===== src/rtl/if_prefetch_pkg.sv =====
// Shared fetch-side definitions: address/instruction widths, NOP encoding,
// prefetch defaults and the instruction-queue entry layout.
package if_prefetch_pkg;

    localparam int unsigned SYS_ADDR_SPACE = 32;
    localparam int unsigned INST_WIDTH     = 32;

    // addi x0, x0, 0
    localparam logic [INST_WIDTH-1:0]     INST_NOP     = 32'h0000_0013;
    localparam logic [SYS_ADDR_SPACE-1:0] RESET_PC_DEF = 32'h0000_0000;
    localparam int unsigned               DEPTH_DEF    = 4;

    // One queued instruction together with the address it was fetched from
    typedef struct packed {
        logic [SYS_ADDR_SPACE-1:0] pc;
        logic [INST_WIDTH-1:0]     inst;
    } fetch_entry_t;

    // Clear the byte offset so every fetch address is word aligned
    function automatic logic [SYS_ADDR_SPACE-1:0] word_align(input logic [SYS_ADDR_SPACE-1:0] a);
        return a & ~SYS_ADDR_SPACE'(3);
    endfunction

endpackage


===== src/rtl/if_prefetch_fifo.sv =====
// inst_fifo: parameterised synchronous FIFO with push, pop, flush and an
// occupancy count. Used both for the instruction queue and the address tags.
module inst_fifo #(
    parameter int unsigned WIDTH = 32,
    parameter int unsigned DEPTH = 4,
    localparam int unsigned AW   = $clog2(DEPTH),
    localparam int unsigned CW   = $clog2(DEPTH + 1)
) (
    input  logic             clk_i,
    input  logic             rst_i,
    input  logic             flush_i,
    input  logic             push_i,
    input  logic             pop_i,
    input  logic [WIDTH-1:0] wdata_i,
    output logic [WIDTH-1:0] rdata_o,
    output logic [CW-1:0]    count_o
);

    logic [WIDTH-1:0] mem_q [DEPTH];
    logic [AW-1:0]    wr_ptr_q, wr_ptr_d;
    logic [AW-1:0]    rd_ptr_q, rd_ptr_d;
    logic [CW-1:0]    count_q, count_d;
    logic             do_push, do_pop;

    // Next-state pointers and count; flush wins, a push into a full FIFO is
    // accepted only when a pop frees the slot in the same cycle
    always_comb begin
        do_pop   = !flush_i && pop_i && (count_q != '0);
        do_push  = !flush_i && push_i && ((count_q != CW'(DEPTH)) || do_pop);
        wr_ptr_d = wr_ptr_q;
        rd_ptr_d = rd_ptr_q;
        count_d  = count_q;
        if (flush_i) begin
            wr_ptr_d = '0;
            rd_ptr_d = '0;
            count_d  = '0;
        end else begin
            if (do_push) wr_ptr_d = wr_ptr_q + AW'(1);
            if (do_pop)  rd_ptr_d = rd_ptr_q + AW'(1);
            count_d = count_q + CW'(do_push) - CW'(do_pop);
        end
    end

    // Pointer and count registers
    always_ff @(posedge clk_i or posedge rst_i) begin
        if (rst_i) begin
            wr_ptr_q <= '0;
            rd_ptr_q <= '0;
            count_q  <= '0;
        end else begin
            wr_ptr_q <= wr_ptr_d;
            rd_ptr_q <= rd_ptr_d;
            count_q  <= count_d;
        end
    end

    // Storage array, written only on an accepted push
    always_ff @(posedge clk_i) begin
        if (do_push) mem_q[wr_ptr_q] <= wdata_i;
    end

    // Head entry is presented combinationally
    always_comb begin
        rdata_o = mem_q[rd_ptr_q];
        count_o = count_q;
    end

endmodule


===== src/rtl/if_prefetch.sv =====
// Instruction prefetch unit: issues in-order fetches while queue credit is
// available, tags responses with their address, and flushes/refetches on a
// branch redirect while discarding responses still in flight.
module if_prefetch
    import if_prefetch_pkg::*;
#(
    parameter int unsigned                DEPTH    = DEPTH_DEF,
    parameter logic [SYS_ADDR_SPACE-1:0]  RESET_PC = RESET_PC_DEF
) (
    input  logic                      clk_i,
    input  logic                      rst_i,
    input  logic                      stall_i,
    input  logic [SYS_ADDR_SPACE-1:0] pc_i,
    input  logic                      pc_we,
    output logic                      imem_req_o,
    output logic [SYS_ADDR_SPACE-1:0] imem_addr_o,
    input  logic                      imem_ready_i,
    input  logic                      imem_rvalid_i,
    input  logic [INST_WIDTH-1:0]     imem_rdata_i,
    output logic [INST_WIDTH-1:0]     inst_o,
    output logic [SYS_ADDR_SPACE-1:0] pc_o,
    output logic                      valid_o,
    output logic                      anomaly_o
);

    localparam int unsigned CW      = $clog2(DEPTH + 1);
    localparam logic [CW:0] DEPTH_W = (CW + 1)'(DEPTH);

    logic [SYS_ADDR_SPACE-1:0] fpc_q, fpc_d;
    logic [CW-1:0]             outst_q, outst_d;
    logic [CW-1:0]             drop_q, drop_d;
    logic                      anomaly_q, anomaly_d;

    logic [CW-1:0]             q_count, tag_count;
    logic [SYS_ADDR_SPACE-1:0] tag_head;
    fetch_entry_t              q_head, q_wdata;
    logic [CW:0]               credit_used;
    logic                      req, accept, rsp_any, rsp_live, rsp_keep;
    logic                      tag_pop, q_pop;

    // Request credit and response classification. A response is live only
    // when nothing is pending discard and something is actually outstanding;
    // the outstanding==0 guard swallows stray responses after reset.
    always_comb begin
        credit_used = {1'b0, q_count} + {1'b0, outst_q};
        req         = !rst_i && !pc_we && (credit_used < DEPTH_W);
        accept      = req && imem_ready_i;
        rsp_any     = imem_rvalid_i && (outst_q != '0);
        rsp_live    = rsp_any && !pc_we && (drop_q == '0);
        tag_pop     = rsp_live && (tag_count != '0);
        rsp_keep    = tag_pop && (q_count != CW'(DEPTH));
        q_pop       = (q_count != '0) && !stall_i && !pc_we;
        q_wdata     = '{pc: tag_head, inst: imem_rdata_i};
    end

    // Fetch PC, outstanding/drop bookkeeping and sticky anomaly flag.
    // The drop count takes the post-update outstanding value, so a response
    // retired in the redirect cycle itself is not counted twice.
    always_comb begin
        fpc_d     = fpc_q;
        outst_d   = outst_q;
        drop_d    = drop_q;
        anomaly_d = anomaly_q;
        if (accept) fpc_d = fpc_q + SYS_ADDR_SPACE'(4);
        if (accept && !rsp_any)      outst_d = outst_q + CW'(1);
        else if (!accept && rsp_any) outst_d = outst_q - CW'(1);
        if (pc_we) begin
            fpc_d  = word_align(pc_i);
            drop_d = outst_d;
            if (pc_i[1:0] != 2'b00) anomaly_d = 1'b1;
        end else if (rsp_any && (drop_q != '0)) begin
            drop_d = drop_q - CW'(1);
        end
        if (rsp_live && !rsp_keep) anomaly_d = 1'b1;
    end

    // Control state registers
    always_ff @(posedge clk_i or posedge rst_i) begin
        if (rst_i) begin
            fpc_q     <= RESET_PC;
            outst_q   <= '0;
            drop_q    <= '0;
            anomaly_q <= 1'b0;
        end else begin
            fpc_q     <= fpc_d;
            outst_q   <= outst_d;
            drop_q    <= drop_d;
            anomaly_q <= anomaly_d;
        end
    end

    // In-order address tags for requests accepted by memory
    inst_fifo #(
        .WIDTH (SYS_ADDR_SPACE),
        .DEPTH (DEPTH)
    ) u_tag_fifo (
        .clk_i   (clk_i),
        .rst_i   (rst_i),
        .flush_i (pc_we),
        .push_i  (accept),
        .pop_i   (tag_pop),
        .wdata_i (fpc_q),
        .rdata_o (tag_head),
        .count_o (tag_count)
    );

    // Fetched instruction queue
    inst_fifo #(
        .WIDTH ($bits(fetch_entry_t)),
        .DEPTH (DEPTH)
    ) u_inst_fifo (
        .clk_i   (clk_i),
        .rst_i   (rst_i),
        .flush_i (pc_we),
        .push_i  (rsp_keep),
        .pop_i   (q_pop),
        .wdata_i (q_wdata),
        .rdata_o (q_head),
        .count_o (q_count)
    );

    // Output drive; an empty queue presents a NOP at address zero
    always_comb begin
        imem_req_o  = req;
        imem_addr_o = fpc_q;
        valid_o     = (q_count != '0);
        inst_o      = valid_o ? q_head.inst : INST_NOP;
        pc_o        = valid_o ? q_head.pc   : '0;
        anomaly_o   = anomaly_q;
    end

endmodule


===== config.mk =====
export PLATFORM = sky130hd
export DESIGN_NAME = if_prefetch
export DESIGN_NICKNAME = d
export VERILOG_FILES = /design/src/rtl/if_prefetch_pkg.sv /design/src/rtl/if_prefetch_fifo.sv /design/src/rtl/if_prefetch.sv
export SDC_FILE = /design/constraint.sdc
export NUM_CORES = 1
export LEC_CHECK = 0
export BUFFER_PORTS_ARGS = -buffer_cell sky130_fd_sc_hd__buf_2
export CORE_MARGIN = 3
export CORE_UTILIZATION = 53
export CTS_CLUSTER_DIAMETER = 40
export DETAILED_ROUTE_END_ITERATION = 7
export PLACE_DENSITY = 0.83
export SLEW_MARGIN = 20
export SYNTH_ARGS = -nofsm -noshare
export SYNTH_HDL_FRONTEND = slang
export SYNTH_HIERARCHICAL = 1
export SYNTH_SLANG_ARGS = --single-unit

===== constraint.sdc =====
create_clock -name clk_i -period 4 [get_ports clk_i]
set_clock_uncertainty 0.15 [all_clocks]
set_input_delay 0.4 -clock clk_i [delete_from_list [all_inputs] [get_ports clk_i]]
set_output_delay 0.4 -clock clk_i [all_outputs]
set_load 0.02 [all_outputs]

==> impl_results.md, run 1 <==
- Height of the chip: 188 µm
- Final worst slack: 0.390 ns
- Max Root-Sink Buffers: 3
- Drt drc: 0
- Io pins: 169
- Max stage delay on crit path: 0.39 ns
- Port Buffers: 166
- First-pass GRT wire length: 58.8 mm
- EDFF count, synth: 384
- Die W: 188 µm
- Synth async-reset ratio: 11.7%
- Largest net degree at the start of global routing: 66
- GR Layer Usage met2: 35.3%
- Dpl cell area: 19000 µm²
- Initial cell density of the core: 54.0%
- Primary FF master, synth: edfxtp_1
- Hold/Removal Path Class: in2reg
- DP Wirelength: 22.0 mm
- Startpoint Class: flop
- Reg clk slew, reported paths: 0.06 ns
- Max Clk Rate: 277 MHz
- Slew @ Worst Pin: 0.976 ns
- Register area share after synthesis: 72.8%
- Max-cap violations: 0
- CP Cell Sequence: inv_1 -> ha_1 -> ha_1 -> nand2b_1 -> nor4_2 -> buf_4 -> nor4b_4 -> nor3b_4 -> inv_1 -> ha_1 -> inv_1 -> ha_1 -> inv_1 -> fa_1 -> xnor2_1 -> nor2_1
- Final ANT Viol Nets: 0
- Crit. End Element: flop
- Via-to-Cell Ratio: 5.71
- Unrepaired setup endpoints after global routing: false
- Die area: 35400 µm²
- Final Hold Vio Count: 0
- Initial antenna violation count: 0
- Fin area: 21300 µm²
- CP required: 4.25 ns
- Synthesized area per cell: 19.2 µm²
- Unique masters post-synth: 59
- Yosys top cell by area: edfxtp_1
- Worst-skew pair later-pin latency: 0.55 ns
- Worst slack, placed: 0.371 ns
- Initial DRC Count: 718
- All-Layer GR Usage: 21.5%
- Fin crit period: 3.61 ns
- Worst VDD drop: 330 µV
- Routing usage on met3: 3.91%
- Yosys top cell area share: 65.5%
- Status: finished clean
- Post-layout util: 65.3%
- Cells taking the most area after synthesis: edfxtp_1 (66%), mux4_2 (12%), dfrtp_1 (7.3%)
- Detailed-route via count: 9506
- Critical Path AT: 3.86 ns
- #FFs+latches synth: 435
- Slowest-stage cell, CP: dfrtp_1
- Overflow after GRT: 0
- Syn. warnings: 6
- Dpl cells: 1511
- Global route hottest layer: met2
- Critical Path Fanout Max: 12
- Setup TNS: 0 ns
- Share of cells above drive strength 1: 31.9%
- Core region area: 32600 µm²
- TritonCTS Buffers: 49
- Commonest non-fill, non-tap cell in the layout: edfxtp_1
- PwrDens: 477 nW/µm²
- Routed WL: 37.1 mm
- Number of global-route vias before repair: 10100
- Post-Synthesis Cells: 916
- Synth Cell Area: 17600 µm²
- ANT cells: 0
- Net count, final: 1275
- Routed WL per cell: 22.3 µm
- RD Place Congestion: 0.798
- Clock sink count: 435
- Syn-to-layout area delta: 21.1%
- TritonCTS clock tree: built
- Met1 usage: 30.0%
- CP Class: reg2reg
- Count of pins over their slew limit: 0
- DR pass1 iterations: 5
- Fin crit share: 90.3%
- Fin cells: 1665
- Commonest non-fill, non-tap cells in the layout: edfxtp_1 (384), buf_2 (166), mux4_2 (96)
- Core Rows: 66
- Htree depth: 2
- Leakage power: 7.57 nW
- # setup viols final: 0
- Max-slew headroom: 34.9%
- Root buffer cell: clkbuf_16
## power by group
group / internal (mW) / switching [mW]
clock: 2.65 / 1.80
combinational: 0.245 / 0.314
sequential: 5.04 / 0.125
## cell usage after synthesis, drive strengths merged (16+ instances only)
cell type,instances
edfxtp,384
xor2,17
nand2,28
nand3,17
mux4,96
dfrtp,51
buf,28
o21ai,23
clkbuf,16
inv,21
nand4,17
nor2,24
and2,71
ha,20
## final cells by class
type	instances	area, µm²
clock inverters	32	340
multi-input cells	425	4470
repair buffers	251	1740
fillers	2073	11300
clock buffers	59	1320
inverters	21	78.8
flip-flops and latches	435	12800
well taps	442	553
## sequential cells by signal (all words and copies together) (netlist names)
| signal | count |
|---|---|
| anomaly_o | 1 |
| drop_q | 3 |
| imem_addr_o | 30 |
| outst_q | 3 |
| u_inst_fifo/count_o | 3 |
| u_inst_fifo/mem_q | 256 |
| u_inst_fifo/rd_ptr_q | 2 |
| u_inst_fifo/wr_ptr_q | 2 |
| u_tag_fifo/count_o | 3 |
| u_tag_fifo/mem_q | 128 |
| u_tag_fifo/rd_ptr_q | 2 |
| u_tag_fifo/wr_ptr_q | 2 |
## cells by family after synthesis
group	Yosys count	share of synthesized area, %
AO/OA/AOI/OAI	57	2.16
XOR/XNOR	25	1.24
AND/OR/NAND/NOR	206	7.19
flip-flops	435	72.8
other	1	0.0213
adder cells (fa/ha/maj)	23	1.71
buffers and inverters	65	2.14
multiplexers	104	12.8
## final timing paths
kind                                        from                                 end  slack (ns)  cells after the start
setup / recovery            outst_q[1]$_DFF_PP0_     u_tag_fifo/count_o[2]$_DFF_PP0_        0.39                     16
max in group asynchronous                  rst_i         imem_addr_o[11]$_DFFE_PP0P_        2.89                      4
min in group asynchronous                  rst_i  u_tag_fifo/wr_ptr_q[0]$_DFFE_PP0P_        0.25                      3
setup reg to reg            outst_q[1]$_DFF_PP0_     u_tag_fifo/count_o[2]$_DFF_PP0_        0.39                     16
hold / removal                           pc_i[0]               anomaly_o$_DFFE_PP0P_        0.10                      4
hold reg to reg            anomaly_o$_DFFE_PP0P_               anomaly_o$_DFFE_PP0P_        0.43                      2
## layer usage
metal | vias up | wire length [µm] | part of all wire, %
li1 | 4172 | - | -
met1 | 4823 | 15100 | 41
met2 | 454 | 18600 | 50
met3 | 57 | 2580 | 6.9
met5 | - | 0 | 0
met4 | 0 | 795 | 2.1
## metrics by stage
stage               hold slack (ns)  power, mW
global placement              0.263       5.72
CTS                          0.0781       10.3
floorplan                    0.0534       5.55
finish                        0.105       10.2
global route                 0.0790       10.5
detailed placement            0.265       5.75
## worst max-delay path: cells and delay by family (launching register included)
family | cells | cell delay, ns
XOR/XNOR | 1 | 0.16
adder cells (fa/ha/maj) | 5 | 1.14
buffers and inverters | 5 | 0.46
flip-flops | 1 | 0.39
AND/OR/NAND/NOR | 5 | 1.16
## what timing repair did
action | in CTS | in global routing
gates resized for setup | 0 | 1
buffers inserted | 0 | 0
hold endpoints to repair | 209 | 0
endpoints found under the setup margin | 0 | 1
hold buffers | 63 | 0
Note: power is estimated with default switching activity, not from simulation.
==> inputs of run 2 (changes only) <==
- CORE_MARGIN: 3 -> unset
==> impl_results.md, run 2 (synthesis results as in run 1) <==
- Status: finished clean
- Core Rows: 66 (unchanged)
- Drt drc: 0 (unchanged)
- Max Root-Sink Buffers: 3 (unchanged)
- All-Layer GR Usage: 22.9% (+1.5 points)
- Leakage power: 7.58 nW (+0.15%)
- Fin crit share: 84.2% (-6.0 points)
- Fin crit period: 3.37 ns (-0.241 ns)
- Max-slew headroom: 28.8% (-6.1 points)
- Share of cells above drive strength 1: 32.1% (+0.25 points)
- CP required: 4.27 ns (+0.02 ns)
- Clock sink count: 435 (unchanged)
- Net count, final: 1276 (+0.078%)
- Commonest non-fill, non-tap cells in the layout: edfxtp_1 (384), buf_2 (166), mux4_2 (96)
- Crit. End Element: flop
- Io pins: 169 (unchanged)
- DP Wirelength: 21.4 mm (-2.4%)
- Routed WL per cell: 22.6 µm (+1.3%)
- Dpl cell area: 19000 µm² (unchanged)
- Syn-to-layout area delta: 21.1% (about the same)
- RD Place Congestion: 0.803 (+0.64%)
- Number of global-route vias before repair: 10000 (-0.35%)
- Commonest non-fill, non-tap cell in the layout: edfxtp_1
- DR pass1 iterations: 5 (unchanged)
- Hold_sp: pc_i[0]
- ANT cells: 0 (unchanged)
- Max-cap violations: 0 (unchanged)
- Routed WL: 37.6 mm (+1.3%)
- Max Clk Rate: 297 MHz (+7.2%)
- Root buffer cell: clkbuf_16
- Initial cell density of the core: 54.0% (unchanged)
- First-pass GRT wire length: 57.6 mm (-2.1%)
- TritonCTS Buffers: 50 (+2.0%)
- CP Class: reg2reg
- Startpoint Class: flop
- Port Buffers: 166 (unchanged)
- Final Hold Vio Count: 0 (unchanged)
- Fin area: 21300 µm² (about the same)
- Initial DRC Count: 913 (+27%)
- FF-to-FF setup slack: 0.63 ns (+0.24 ns)
- PwrDens: 480 nW/µm² (+0.51%)
- Total Power: 10.2 mW (+0.53%)
- TritonCTS clock tree: built
- Final ANT Viol Nets: 0 (unchanged)
- Dpl cells: 1511 (unchanged)
- Htree depth: 2 (unchanged)
- Die W: 184 µm (-2.1%)
- Top reg by flops: u_inst_fifo/mem_q
- Initial antenna violation count: 0 (unchanged)
- Critical Path AT: 3.63 ns (-0.23 ns)
- Detailed-route via count: 9615 (+1.1%)
- Reg2reg end: u_inst_fifo/count_o[2]$_DFF_PP0_
- Reg clk slew, reported paths: 0.06 ns (about the same)
- Reg2Reg Launch Point: outst_q[0]$_DFF_PP0_
- Reg2Reg Depth: 16 (unchanged)
- Hold slack: 0.0581 ns (-0.0468 ns)
- Overflow after GRT: 0 (unchanged)
- Slew @ Worst Pin: 1.07 ns (+0.0916 ns)
- Critical Path Fanout Max: 4 (-8)
- Via-to-Cell Ratio: 5.77 (+1.1%)
- Fin cells: 1665 (unchanged)
- Hold path endpoint: anomaly_o$_DFFE_PP0P_
- Setup TNS: 0 ns (unchanged)
- Core region area: 32600 µm² (unchanged)
- Worst-skew pair later-pin latency: 0.56 ns (about the same)
- Unrepaired setup endpoints after global routing: false
- Hold path cells: 4 (unchanged)
- # setup viols final: 0 (unchanged)
- Count of pins over their slew limit: 0 (unchanged)
- Largest net degree at the start of global routing: 66 (unchanged)
- Die area: 33900 µm² (-4.2%)
- Hold/Removal Path Class: in2reg
- Height of the chip: 184 µm (-2.1%)
- Worst VDD drop: 460 µV (+39%)
- Max reg flops: 256 (unchanged)
run 2: layer usage:
metal / part of all wire, % / up-vias / wire [µm] / global-route usage (%)
li1: - / 4170 / - / -
met1: 41 / 4938 / 15400 / 30.8
met2: 50 / 444 / 18800 / 37.9
met3: 6.9 / 63 / 2580 / 4.15
met4: 2.3 / 0 / 855 / 8.00
met5: 0 / - / 0 / 0
run 2: worst max-delay path, stage by stage (launching register included):
cell      delay [ns]
dfrtp_1         0.37
inv_1           0.08
ha_1            0.20
ha_1            0.17
nand2b_1        0.16
nor4_1          0.27
buf_4           0.18
a21boi_0        0.26
nor3b_4         0.25
inv_1           0.06
ha_1            0.26
inv_1           0.06
ha_1            0.13
inv_1           0.05
fa_1            0.37
xnor2_1         0.16
nor2_1          0.05
run 2: where the power goes:
part	switching, mW	internal, mW	total [mW]
registers	0.135	5.04	5.17
logic	0.318	0.247	0.565
clock network	1.84	2.64	4.49
run 2: area by class of cell:
| class | count | area (µm²) |
|---|---|---|
| sequential | 435 | 12800 |
| fill | 2060 | 11300 |
| multi-input combinational | 425 | 4460 |
| timing repair buffer | 251 | 1740 |
| clock buffer | 60 | 1350 |
| tap | 442 | 553 |
| clock inverter | 31 | 317 |
| inverter | 21 | 78.8 |
run 2: what timing repair did:
action | CTS | global route
setup buffers | 0 | 0
endpoints found under the hold margin | 180 | 0
hold buffers | 63 | 0
gates resized for setup | 0 | 0
run 2: how the worst max path moves through the flow:
stage | from | endpoint | cells after the start
after floorplan | outst_q[0]$_DFF_PP0_ | u_inst_fifo/mem_q[0][0]$_DFFE_PP_ | 8
after global placement | outst_q[1]$_DFF_PP0_ | u_inst_fifo/count_o[2]$_DFF_PP0_ | 16
after detailed placement | outst_q[0]$_DFF_PP0_ | u_inst_fifo/count_o[2]$_DFF_PP0_ | 16
after CTS | outst_q[0]$_DFF_PP0_ | u_inst_fifo/count_o[2]$_DFF_PP0_ | 16
after global routing | outst_q[0]$_DFF_PP0_ | u_inst_fifo/count_o[2]$_DFF_PP0_ | 16
final | outst_q[0]$_DFF_PP0_ | u_inst_fifo/count_o[2]$_DFF_PP0_ | 16
run 2: per-stage QoR:
stage | setup WS, ns | utilization [%]
final | 0.631 | 65.3
after global routing | 0.339 | 65.3
after CTS | 0.643 | 65.3
after detailed placement | 0.670 | 58.3
after global placement | 0.721 | 58.3
after floorplan | 0.439 | -
==> inputs of run 3 (changes only) <==
- CORE_UTILIZATION: 53 -> 55
- clock period: 4 -> 3.4 ns (I/O delays scaled with it)
==> impl_results.md, run 3 (synthesis results as in run 1) <==
- Critical Path Fanout Max: 3 (-1)
- # setup viols final: 0 (unchanged)
- Final worst slack: 0.236 ns (-0.395 ns)
- CP required: 3.68 ns (-0.59 ns)
- Drt drc: 0 (unchanged)
- Die W: 181 µm (-1.8%)
- Startpoint Class: flop
- Root buffer cell: clkbuf_16
- Initial DRC Count: 899 (-1.5%)
- Max reg flops: 256 (unchanged)
- Crit path max-delay family: adder cells
- Overflow after GRT: 0 (unchanged)
- Slowest-stage cell, CP: dfrtp_1
- Via-to-Cell Ratio: 5.90 (+2.2%)
- Commonest non-fill, non-tap cell in the layout: edfxtp_1
- Htree depth: 2 (unchanged)
- Seq pwr share: 51.3% (+0.7 points)
- Pint: 9.22 mW (+16%)
- Commonest non-fill, non-tap cells in the layout: edfxtp_1 (384), buf_2 (166), mux4_2 (96)
- Fin area: 21400 µm² (+0.25%)
- Total Power: 11.8 mW (+16%)
- Port Buffers: 166 (unchanged)
- Fin crit period: 3.16 ns (-0.205 ns)
- Slew @ Worst Pin: 0.651 ns (-0.416 ns)
- Area of the multi-input gates: 4470 µm² (+0.22%)
- Top reg by flops: u_inst_fifo/mem_q
- Syn-to-layout area delta: 21.4%
- Max-slew headroom: 56.4% (+28 points)
- ANT cells: 0 (unchanged)
- Worst slack, placed: 0.166 ns (-0.503 ns)
- Worst-skew pair later-pin latency: 0.55 ns (about the same)
- Reg clk slew, reported paths: 0.06 ns (about the same)
- Routed WL per cell: 23.3 µm (+3.0%)
- Share of cells above drive strength 1: 32.3% (+0.17 points)
- RD Place Congestion: 0.816 (+1.6%)
- Gate power share: 5.8% (+0.3 points)
- Fin cells: 1637 (-1.7%)
- Initial cell density of the core: 55.8% (+1.8 points)
- PwrDens: 554 nW/µm² (+16%)
- Core Rows: 65 (-1.5%)
- Die area: 32700 µm² (-3.6%)
- Leakage power: 7.60 nW (+0.33%)
- CP Class: reg2reg
- Status: finished clean
- Post-layout util: 67.7% (+2.4 points)
- Final Hold Vio Count: 0 (unchanged)
- Max Clk Rate: 316 MHz (+6.5%)
- TritonCTS clock tree: built
- Max stage delay on crit path: 0.37 ns (about the same)
- Final ANT Viol Nets: 0 (unchanged)
- Routed WL: 38.1 mm (+1.3%)
- TritonCTS Buffers: 49 (-2.0%)
- First-pass GRT wire length: 59.1 mm (+2.7%)
- Sw frac: 22.2% (-0.29 points)
- Clock Power Share: 42.9% (-1.0 points)
- Number of global-route vias before repair: 10200 (+1.7%)
- Detailed-route via count: 9658 (+0.45%)
- Max Root-Sink Buffers: 3 (unchanged)
- DP Wirelength: 22.5 mm (+4.7%)
- FF-to-FF setup slack: 0.24 ns (-0.40 ns)
- Dpl cells: 1481 (-2.0%)
- Critical Path AT: 3.44 ns (-0.19 ns)
- Clock sink count: 435 (unchanged)
- Max-cap violations: 0 (unchanged)
- Height of the chip: 181 µm (-1.8%)
- Initial antenna violation count: 0 (unchanged)
- CP Cell Sequence: inv_1 -> ha_1 -> ha_1 -> nand2b_1 -> nor4_2 -> a21boi_2 -> nor3b_4 -> inv_1 -> ha_1 -> inv_1 -> ha_1 -> inv_1 -> fa_1 -> xnor2_1 -> nor2_1
- Crit. End Element: flop
- Count of pins over their slew limit: 0 (unchanged)
- Worst VDD drop: 445 µV (-3.3%)
- Net count, final: 1288 (+0.94%)
- All-Layer GR Usage: 24.0% (+1.1 points)
- Core region area: 31600 µm² (-3.3%)
- Largest net degree at the start of global routing: 66 (unchanged)
- DR pass1 iterations: 5 (unchanged)
- Fill cells: 1940 (-5.8%)
- Io pins: 169 (unchanged)
- Fin crit share: 93.1% (+8.8 points)
- Hold/Removal Path Class: in2reg
- Switching Power: 2.63 mW (+14%)
- Dpl cell area: 19100 µm² (+0.63%)
- FF+latch area: 12800 µm² (unchanged)
- CP bufs+invs: 4 (-1)
==> run 3: cell types whose count changed in the layout (fill, tap and decap cells not counted), moves of 2 or more <==
cell,change
clkinv_1,+4
clkbuf_16,-2
buf_12,+7
clkinv_8,-3
clkinv_2,-6
inv_6,+5
clkbuf_1,+4
clkbuf_8,-4
buf_4,+5
==> run 3: per-layer routing <==
| layer | GRT usage, % | part of all wire, % | up-vias |
|---|---|---|---|
| li1 | - | - | 4195 |
| met1 | 31.8 | 39 | 4886 |
| met4 | 6.70 | 2.3 | 0 |
| met3 | 3.59 | 6.6 | 87 |
| met2 | 41.7 | 52 | 490 |
| met5 | 0 | 0 | - |
==> run 3: layout make-up <==
type | instances | area share [%]
clock inverters | 32 | 1.46
well taps | 402 | 2.35
repair buffers | 264 | 9.02
multi-input cells | 425 | 20.9
flip-flops and latches | 435 | 60.0
clock buffers | 58 | 5.90
inverters | 21 | 0.369
==> run 3: worst paths after layout <==
kind / from / to / cells past startpoint
setup / recovery: outst_q[0]$_DFF_PP0_ / u_inst_fifo/count_o[2]$_DFF_PP0_ / 15
hold / removal: pc_we / u_tag_fifo/count_o[0]$_DFF_PP0_ / 2
setup reg to reg: outst_q[0]$_DFF_PP0_ / u_inst_fifo/count_o[2]$_DFF_PP0_ / 15
hold reg to reg: u_inst_fifo/wr_ptr_q[0]$_DFFE_PP0P_ / u_inst_fifo/wr_ptr_q[0]$_DFFE_PP0P_ / 1
max in group asynchronous: rst_i / imem_addr_o[12]$_DFFE_PP0P_ / 4
min in group asynchronous: rst_i / u_tag_fifo/wr_ptr_q[1]$_DFFE_PP0P_ / 3
==> run 3: what timing repair did <==
item	4_1_cts	5_1_grt
hold buffers	64	0
endpoints found under the hold margin	199	0
setup buffers	0	2
endpoints found under the setup margin	0	2
gates resized for setup	0	2
==> run 3: worst register-to-register path, delay by kind of cell, from the launching register on <==
kind,cells,cell delay (ns)
AOI/OAI and AO/OA,1,0.25
xor gates and xnor gates,1,0.17
adders and majority gates,5,1.15
buffers and inverters,4,0.26
DFF,1,0.37
and+or+nand+nor,4,0.69
==> run 3: per-stage QoR <==
| stage | setup TNS [ns] | hold slack [ns] |
|---|---|---|
| floorplan | 0 | -0.00660 |
| global placement | 0 | 0.193 |
| detailed placement | 0 | 0.210 |
| CTS | 0 | 0.00120 |
| global route | -0.0209 | 0.0430 |
| finish | 0 | 0.0241 |
==> run 3: power groups by stage <==
| stage | Sequential (mW) | Combinational, mW | Clock [mW] |
|---|---|---|---|
| after detailed placement | 6.18 | 0.602 | 0 |
| final | 6.07 | 0.685 | 5.09 |
| after CTS | 6.07 | 0.664 | 5.17 |
| after floorplan | 6.18 | 0.354 | 0 |
| after global placement | 6.16 | 0.577 | 0 |
| after global routing | 6.08 | 0.753 | 5.38 |
